`src/rtl/mem_pkg.sv`:
```
// Shared encodings, FSM states and lane helpers for the RAM responder.
// Byte lane 3 carries bits 31:24, the byte at offset 0 of a word.
package mem_pkg;

  localparam logic [1:0] SZ_BYTE = 2'b00;
  localparam logic [1:0] SZ_HALF = 2'b01;
  localparam logic [1:0] SZ_WORD = 2'b10;

  localparam int DEF_LATENCY = 2;

  typedef enum logic [1:0] {
    IDLE = 2'b00,
    WAIT = 2'b01,
    DONE = 2'b10
  } state_e;

  function automatic logic [3:0] lane_en(
    input logic [1:0] sz,
    input logic [1:0] off
  );
    logic [3:0] be;
    unique case (1'b1)
      sz == SZ_BYTE: be = 4'b1000 >> off;
      sz == SZ_HALF: be = off[1] ? 4'b0011 : 4'b1100;
      default:       be = 4'b1111;
    endcase
    return be;
  endfunction

  function automatic logic [31:0] lane_wdata(
    input logic [1:0]  sz,
    input logic [31:0] d
  );
    logic [31:0] w;
    unique case (1'b1)
      sz == SZ_BYTE: w = {4{d[7:0]}};
      sz == SZ_HALF: w = {2{d[15:0]}};
      default:       w = d;
    endcase
    return w;
  endfunction

  function automatic logic [31:0] rd_extract(
    input logic [31:0] w,
    input logic [1:0]  sz,
    input logic [1:0]  off
  );
    logic [31:0] r;
    unique case (1'b1)
      sz == SZ_BYTE: r = {24'h0, w[{~off, 3'b000} +: 8]};
      sz == SZ_HALF: r = {16'h0, off[1] ? w[15:0] : w[31:16]};
      default:       r = w;
    endcase
    return r;
  endfunction

endpackage

```
`src/rtl/mem_byte_array.sv`:
```
// Word-indexed storage split into four byte lanes.
// Per-lane write enables; asynchronous 32-bit read port.
module mem_byte_array #(
  parameter int AW = 6
) (
  input  logic          clk,
  input  logic [3:0]    we,
  input  logic [AW-1:0] idx,
  input  logic [31:0]   wdata,
  output logic [31:0]   rdata
);

  for (genvar l = 0; l < 4; l++) begin : g_lane
    logic [7:0] mem [2**AW];

    always_ff @(posedge clk) begin
      if (we[l]) mem[idx] <= wdata[8*l +: 8];
    end

    assign rdata[8*l +: 8] = mem[idx];
  end

endmodule

```
`src/rtl/ram_responder.sv`:
```
// Fixed-latency big-endian RAM slave with a four-phase MFA/MOC handshake.
// Optional MEM_ALIGN_ABORT_EN: misaligned accesses abort instead of aligning.
module ram_responder
  import mem_pkg::*;
#(
  parameter int ADDR_W  = 8,
  parameter int LATENCY = DEF_LATENCY
) (
  input  logic              CLK,
  input  logic              RESET_N,
  input  logic              MFA,
  input  logic              RW,
  input  logic [1:0]        SIZE,
  input  logic [ADDR_W-1:0] ADDR,
  input  logic [31:0]       DATA_IN,
  output logic [31:0]       DATA_OUT,
  output logic              MOC,
  output logic              ABORT
);

  state_e state_q, state_d;
  logic [3:0]        cnt_q, cnt_d;
  logic              moc_q, moc_d;
  logic [31:0]       dout_q, dout_d;
  logic [ADDR_W-1:0] a_q;
  logic              rw_q;
  logic [1:0]        sz_q;
  logic [31:0]       din_q;
  logic              take, fire, ok;

  logic              is_byte, is_half;
  logic [ADDR_W-1:0] aa;
  logic [3:0]        we;
  logic [31:0]       rdata;

  assign is_byte = sz_q == SZ_BYTE;
  assign is_half = sz_q == SZ_HALF;

  assign aa = is_byte ? a_q :
              is_half ? {a_q[ADDR_W-1:1], 1'b0} :
                        {a_q[ADDR_W-1:2], 2'b00};

`ifdef MEM_ALIGN_ABORT_EN
  logic abort_q, abort_d;
  logic mis;
  assign mis = (is_half & a_q[0]) |
               (!is_byte & !is_half & |a_q[1:0]);
  assign ok    = !mis;
  assign ABORT = abort_q;
`else
  assign ok    = 1'b1;
  assign ABORT = 1'b0;
`endif

  assign we = (fire && !rw_q && ok) ?
              lane_en(sz_q, aa[1:0]) : 4'b0000;

  mem_byte_array #(.AW(ADDR_W - 2)) u_mem (
    .clk   (CLK),
    .we    (we),
    .idx   (aa[ADDR_W-1:2]),
    .wdata (lane_wdata(sz_q, din_q)),
    .rdata (rdata)
  );

  always_comb begin
    state_d = state_q;
    cnt_d   = cnt_q;
    moc_d   = moc_q;
    dout_d  = dout_q;
    take    = 1'b0;
    fire    = 1'b0;
`ifdef MEM_ALIGN_ABORT_EN
    abort_d = abort_q;
`endif
    unique case (state_q)
      IDLE: begin
        if (MFA) begin
          take    = 1'b1;
          cnt_d   = 4'(LATENCY - 1);
          state_d = WAIT;
        end
      end
      WAIT: begin
        if (cnt_q == 4'd0) begin
          fire    = 1'b1;
          moc_d   = 1'b1;
          state_d = DONE;
          if (rw_q && ok) dout_d = rd_extract(rdata, sz_q, aa[1:0]);
`ifdef MEM_ALIGN_ABORT_EN
          abort_d = mis;
`endif
        end else begin
          cnt_d = cnt_q - 4'd1;
        end
      end
      DONE: begin
        if (!MFA) begin
          moc_d   = 1'b0;
          state_d = IDLE;
`ifdef MEM_ALIGN_ABORT_EN
          abort_d = 1'b0;
`endif
        end
      end
      default: state_d = IDLE;
    endcase
  end

  always_ff @(posedge CLK or negedge RESET_N) begin
    if (!RESET_N) begin
      state_q <= IDLE;
      cnt_q   <= 4'd0;
      moc_q   <= 1'b0;
      dout_q  <= 32'h0;
      a_q     <= '0;
      rw_q    <= 1'b0;
      sz_q    <= SZ_BYTE;
      din_q   <= 32'h0;
`ifdef MEM_ALIGN_ABORT_EN
      abort_q <= 1'b0;
`endif
    end else begin
      state_q <= state_d;
      cnt_q   <= cnt_d;
      moc_q   <= moc_d;
      dout_q  <= dout_d;
`ifdef MEM_ALIGN_ABORT_EN
      abort_q <= abort_d;
`endif
      if (take) begin
        a_q   <= ADDR;
        rw_q  <= RW;
        sz_q  <= SIZE;
        din_q <= DATA_IN;
      end
    end
  end

  assign DATA_OUT = dout_q;
  assign MOC      = moc_q;

endmodule

```
`config.mk`:
```
export PLATFORM = sky130hd
export DESIGN_NAME = ram_responder
export DESIGN_NICKNAME = d
export VERILOG_FILES = /design/src/rtl/mem_pkg.sv /design/src/rtl/mem_byte_array.sv /design/src/rtl/ram_responder.sv
export SDC_FILE = /design/constraint.sdc
export NUM_CORES = 2
export LEC_CHECK = 0
export ABC_AREA = 0
export BUFFER_PORTS_ARGS = -buffer_cell sky130_fd_sc_hd__buf_4
export CORE_MARGIN = 2
export CORE_UTILIZATION = 56
export CTS_CLUSTER_DIAMETER = 40
export CTS_CLUSTER_SIZE = 20
export DETAILED_ROUTE_END_ITERATION = 8
export PLACE_DENSITY = 0.75
export SETUP_SLACK_MARGIN = 0.4
export SLEW_MARGIN = 20
export SYNTH_ARGS = -nofsm -noshare
export SYNTH_HDL_FRONTEND = slang
export SYNTH_SLANG_ARGS = --single-unit
```
`constraint.sdc`:
```
create_clock -name CLK -period 4.1 [get_ports CLK]
set_input_delay 0.82 -clock CLK [delete_from_list [all_inputs] [get_ports CLK]]
set_output_delay 0.82 -clock CLK [all_outputs]
set_load 0.02 [all_outputs]
```
==> results.md <==
* R2R Setup Slk at 420 ps
* Final setup viols at 0
* Area share of fa/ha/maj cells after synthesis at 0.000303
* FF+latch count, synth at 2130
* Area Overhead vs Synth at 17.0%
* Buffers on Ports at 78
* Post-detailed-route count of antenna-violating nets at 0
* Mux cell area share after synthesis at 0.117
* P per Cell Area at 780 nW/µm²
* Vias in the first global route at 46400
* Post-synth EDFFs at 2048
* Nets at 4865
* TritonCTS clock tree: done
* Initial Util at 0.566
* Measured slew at the worst slew-check pin at 1230 ps
* Count leader, synth: edfxtp_1
* Largest net degree at the start of global routing at 66
* Hold Path Stages at 2
* Simple-Gate Fraction of Synth Area at 0.0391
* Gr usage total at 0.331
* Syn Nets at 4352
* CP Launch Type: flop
* Largest family of logic cells by synthesized area: multiplexers
* Core footprint at 146000 µm²
* FMAX at 272 MHz
* R2R depth at 11
* Relative slew slack at 0.174
* RR Startpoint: a_q[4]$_DFFE_PN0P_
* Max VDD drop at 0.721 mV
* I/O pin cnt at 80
* First-pass GRT wire length at 349 mm
* # DRC at 0
* Congestion Overflow GR at 0
* Routed via count at 48400
* Final Skew at 54.9 ps
* Register area share after synthesis at 0.769
* Fill count at 9324
* Avg WL per Cell at 36.1 µm
* Die height at 388 µm
* Hold Path Sink: din_q[5]$_DFFE_PN0P_
* Die area at 151000 µm²
* Post-Layout Cell Count at 6946
* Xor and xnor fraction of the mapped netlist area at 0.000212
* Share of post-route cells with drive strength above 1 at 0.295
* Main area contributors after synthesis: edfxtp_1 (74%), mux4_2 (9.3%), dfrtp_1 (2.5%)
* Top_reg_cell synth: edfxtp_1
* Synthesis Warnings at 0
* Synth top area share at 0.744
* Root Driver: clkbuf_16
* Max_cap viols at 0
* Fraction of registers with async set or reset after synthesis at 0.0385
* Power Internal at 48.4 mW
* Min-Delay Startpoint: DATA_IN[5]
* Clock latency on the worst-skew pair at 870 ps
* Min-Delay Path Class: in2reg
* Finished Cell Area at 96700 µm²
* CP max stage cell: dfrtp_4
* Total clock sinks at 2130
* Post-synth top cells: edfxtp_1 (2048), mux4_2 (340), nor2_1 (317)
* Clock power share at 0.279
* Syn avg cell area at 19.2 µm²
* Worst EP arrival at 4410 ps
* Util after Layout at 0.662
* CP Max Fanout at 24
* Placed cell count at 6508
* Vias per inst at 6.96
* Final worst-path cycle share at 0.898
* RSZ-0062 raised after global routing: false
* Reg-to-Reg End: DATA_OUT[3]$_DFFE_PN0P_
* Final Max Tran Viols at 0
* Complex-gate fraction of the synthesized area at 0.0565
* Final wirelength at 251 mm
* FP Rows at 140
* Sequential power share at 0.399
* Critical Path RT at 4830 ps
* Crit-path max cell delay at 680 ps
* Setup CP Type: reg2reg
* Synth unique cells at 80
* Initial antenna violation count at 17
* CTS H-Tree Depth at 4
* Cell count after synthesis at 4304
* Yosys top cell by area: edfxtp_1
* Die width at 388 µm
* Min Clock Period, post-route at 3680 ps
* Critical Path, Cell by Cell: buf_12, buf_12, buf_4, mux4_2, a22oi_2, o21ai_0, a21oi_1, nor4b_4, buf_4, o21a_1, a21oi_1
* Gate power share at 0.322
* Netlist Area Pre-Place at 82700 µm²
* DR pass1 iterations at 8
* Placement Cell Area at 88700 µm²
* Sw frac at 0.358
* Status: finished clean
* Endpoint class of the critical path: flop
* Gpl congestion at 0.983
* Final hold vios at 0
* Leak at 31.3 nW
* Clock buffer count from CTS at 221
* HPWL after DPL at 162 mm
* DRT iter0 DRCs at 8296
* CTS clock-pin slew for the worst setup and hold paths at 60 ps
* Switching power at 27.0 mW
* Longest Clk Path Bufs at 3
-- cells by family after synthesis --
kind of cell    count (synthesis)
fa+ha+maj                       2
buf+inv                       294
simple gates                  706
compound gates                639
flops                        2130
mux                           530
xor+xnor                        2
other cells                     1
-- per-layer routing --
layer  routed length [µm]  vias up  GRT usage
li1                     -    18800          -
met1                85600    24500      0.434
met2               111000     4224      0.483
met3                38700      791      0.127
met4                15400       14      0.171
met5                  101        -          0
-- power by group through the flow --
| stage | Clock, mW | Combinational (mW) | Sequential [mW] |
|---|---|---|---|
| after floorplan | 0 | 12.3 | 30.4 |
| after global placement | 0 | 22.6 | 30.5 |
| after detailed placement | 0 | 23.1 | 30.5 |
| after CTS | 21.1 | 23.3 | 30.1 |
| after global routing | 21.9 | 24.8 | 30.1 |
| final | 21.0 | 24.3 | 30.1 |
-- state kept, by name, indices dropped and copies added, names as in the netlist --
name              flops
cnt_q                 4
state_q               2
sz_q                  2
MOC                   1
a_q                   8
u_mem.g_lane.mem   2048
din_q                32
DATA_OUT             32
rw_q                  1
-- layout by cell type, fill, tap and decap left out, types with 9 or more instances in the layout --
master / instances
mux2i_1: 89
clkbuf_1: 17
edfxtp_1: 2048
nand2_1: 194
inv_6: 31
mux2_2: 97
clkbuf_16: 223
clkinvlp_4: 20
dfrtp_2: 11
and2_1: 10
a211oi_1: 11
nand2b_1: 15
clkinv_1: 10
o21ai_4: 9
clkinv_2: 22
a21o_1: 9
clkinv_4: 26
nand4_1: 28
inv_8: 26
bufinv_16: 19
nor2_1: 314
dfrtp_1: 68
buf_4: 532
mux4_2: 340
o21ai_0: 68
o2bb2ai_1: 10
nand3_1: 27
o22ai_1: 32
a21oi_1: 54
buf_12: 36
clkinv_8: 18
a31oi_1: 12
a22oi_1: 244
a221oi_1: 103
nor3_1: 25
diode_2: 12
o211ai_1: 9
-- worst max-delay path, delay by kind of cell (launching register included) --
family,cells,cell delay (ps)
mux,1,320
flops,1,680
buf+inv,4,970
simple gates,1,510
compound gates,5,1030
-- final cells by class --
type                            count  area [µm²]  share of cell area
Clock inverter                    182        2180              0.0226
Multi-Input combinational cell   1880       18000               0.186
Timing Repair Buffer              573        4810              0.0497
Tap cell                         1917        2400              0.0248
Antenna cell                       12        30.0            0.000311
Inverter                           11        41.3            0.000427
Sequential cell                  2130       63600               0.658
Clock buffer                      241        5660              0.0585
-- metrics by stage --
step                      TNS [ps]  total power, mW  hold WS [ps]  setup slack [ps]
after floorplan                  0             42.7           462               701
after global placement        -602             53.1           486              -367
after detailed placement         0             53.6           494               166
after CTS                        0             74.5           147               324
after global routing             0             76.9           160               373
final                            0             75.4           184               418
-- repair_timing --
action,4_1_cts,5_1_grt
endpoints found under the hold margin,16,0
gates cloned,0,0
hold buffers,1,0
buffers inserted,0,2
setup endpoints to repair,7,16
gates resized for setup,6,8
-- worst max-delay path by stage --
stage,slack [ps],from,endpoint
2_1_floorplan,700,din_q[3]$_DFFE_PN0P_,u_mem.g_lane[3].mem[0][3]$_DFFE_PP_
3_3_place_gp,-370,a_q[4]$_DFFE_PN0P_,DATA_OUT[3]$_DFFE_PN0P_
3_5_place_dp,170,a_q[3]$_DFFE_PN0P_,DATA_OUT[1]$_DFFE_PN0P_
4_1_cts,320,a_q[4]$_DFFE_PN0P_,DATA_OUT[3]$_DFFE_PN0P_
5_1_grt,370,a_q[4]$_DFFE_PN0P_,DATA_OUT[3]$_DFFE_PN0P_
6_report,420,a_q[4]$_DFFE_PN0P_,DATA_OUT[3]$_DFFE_PN0P_
Note: power is estimated with default switching activity, not from simulation.
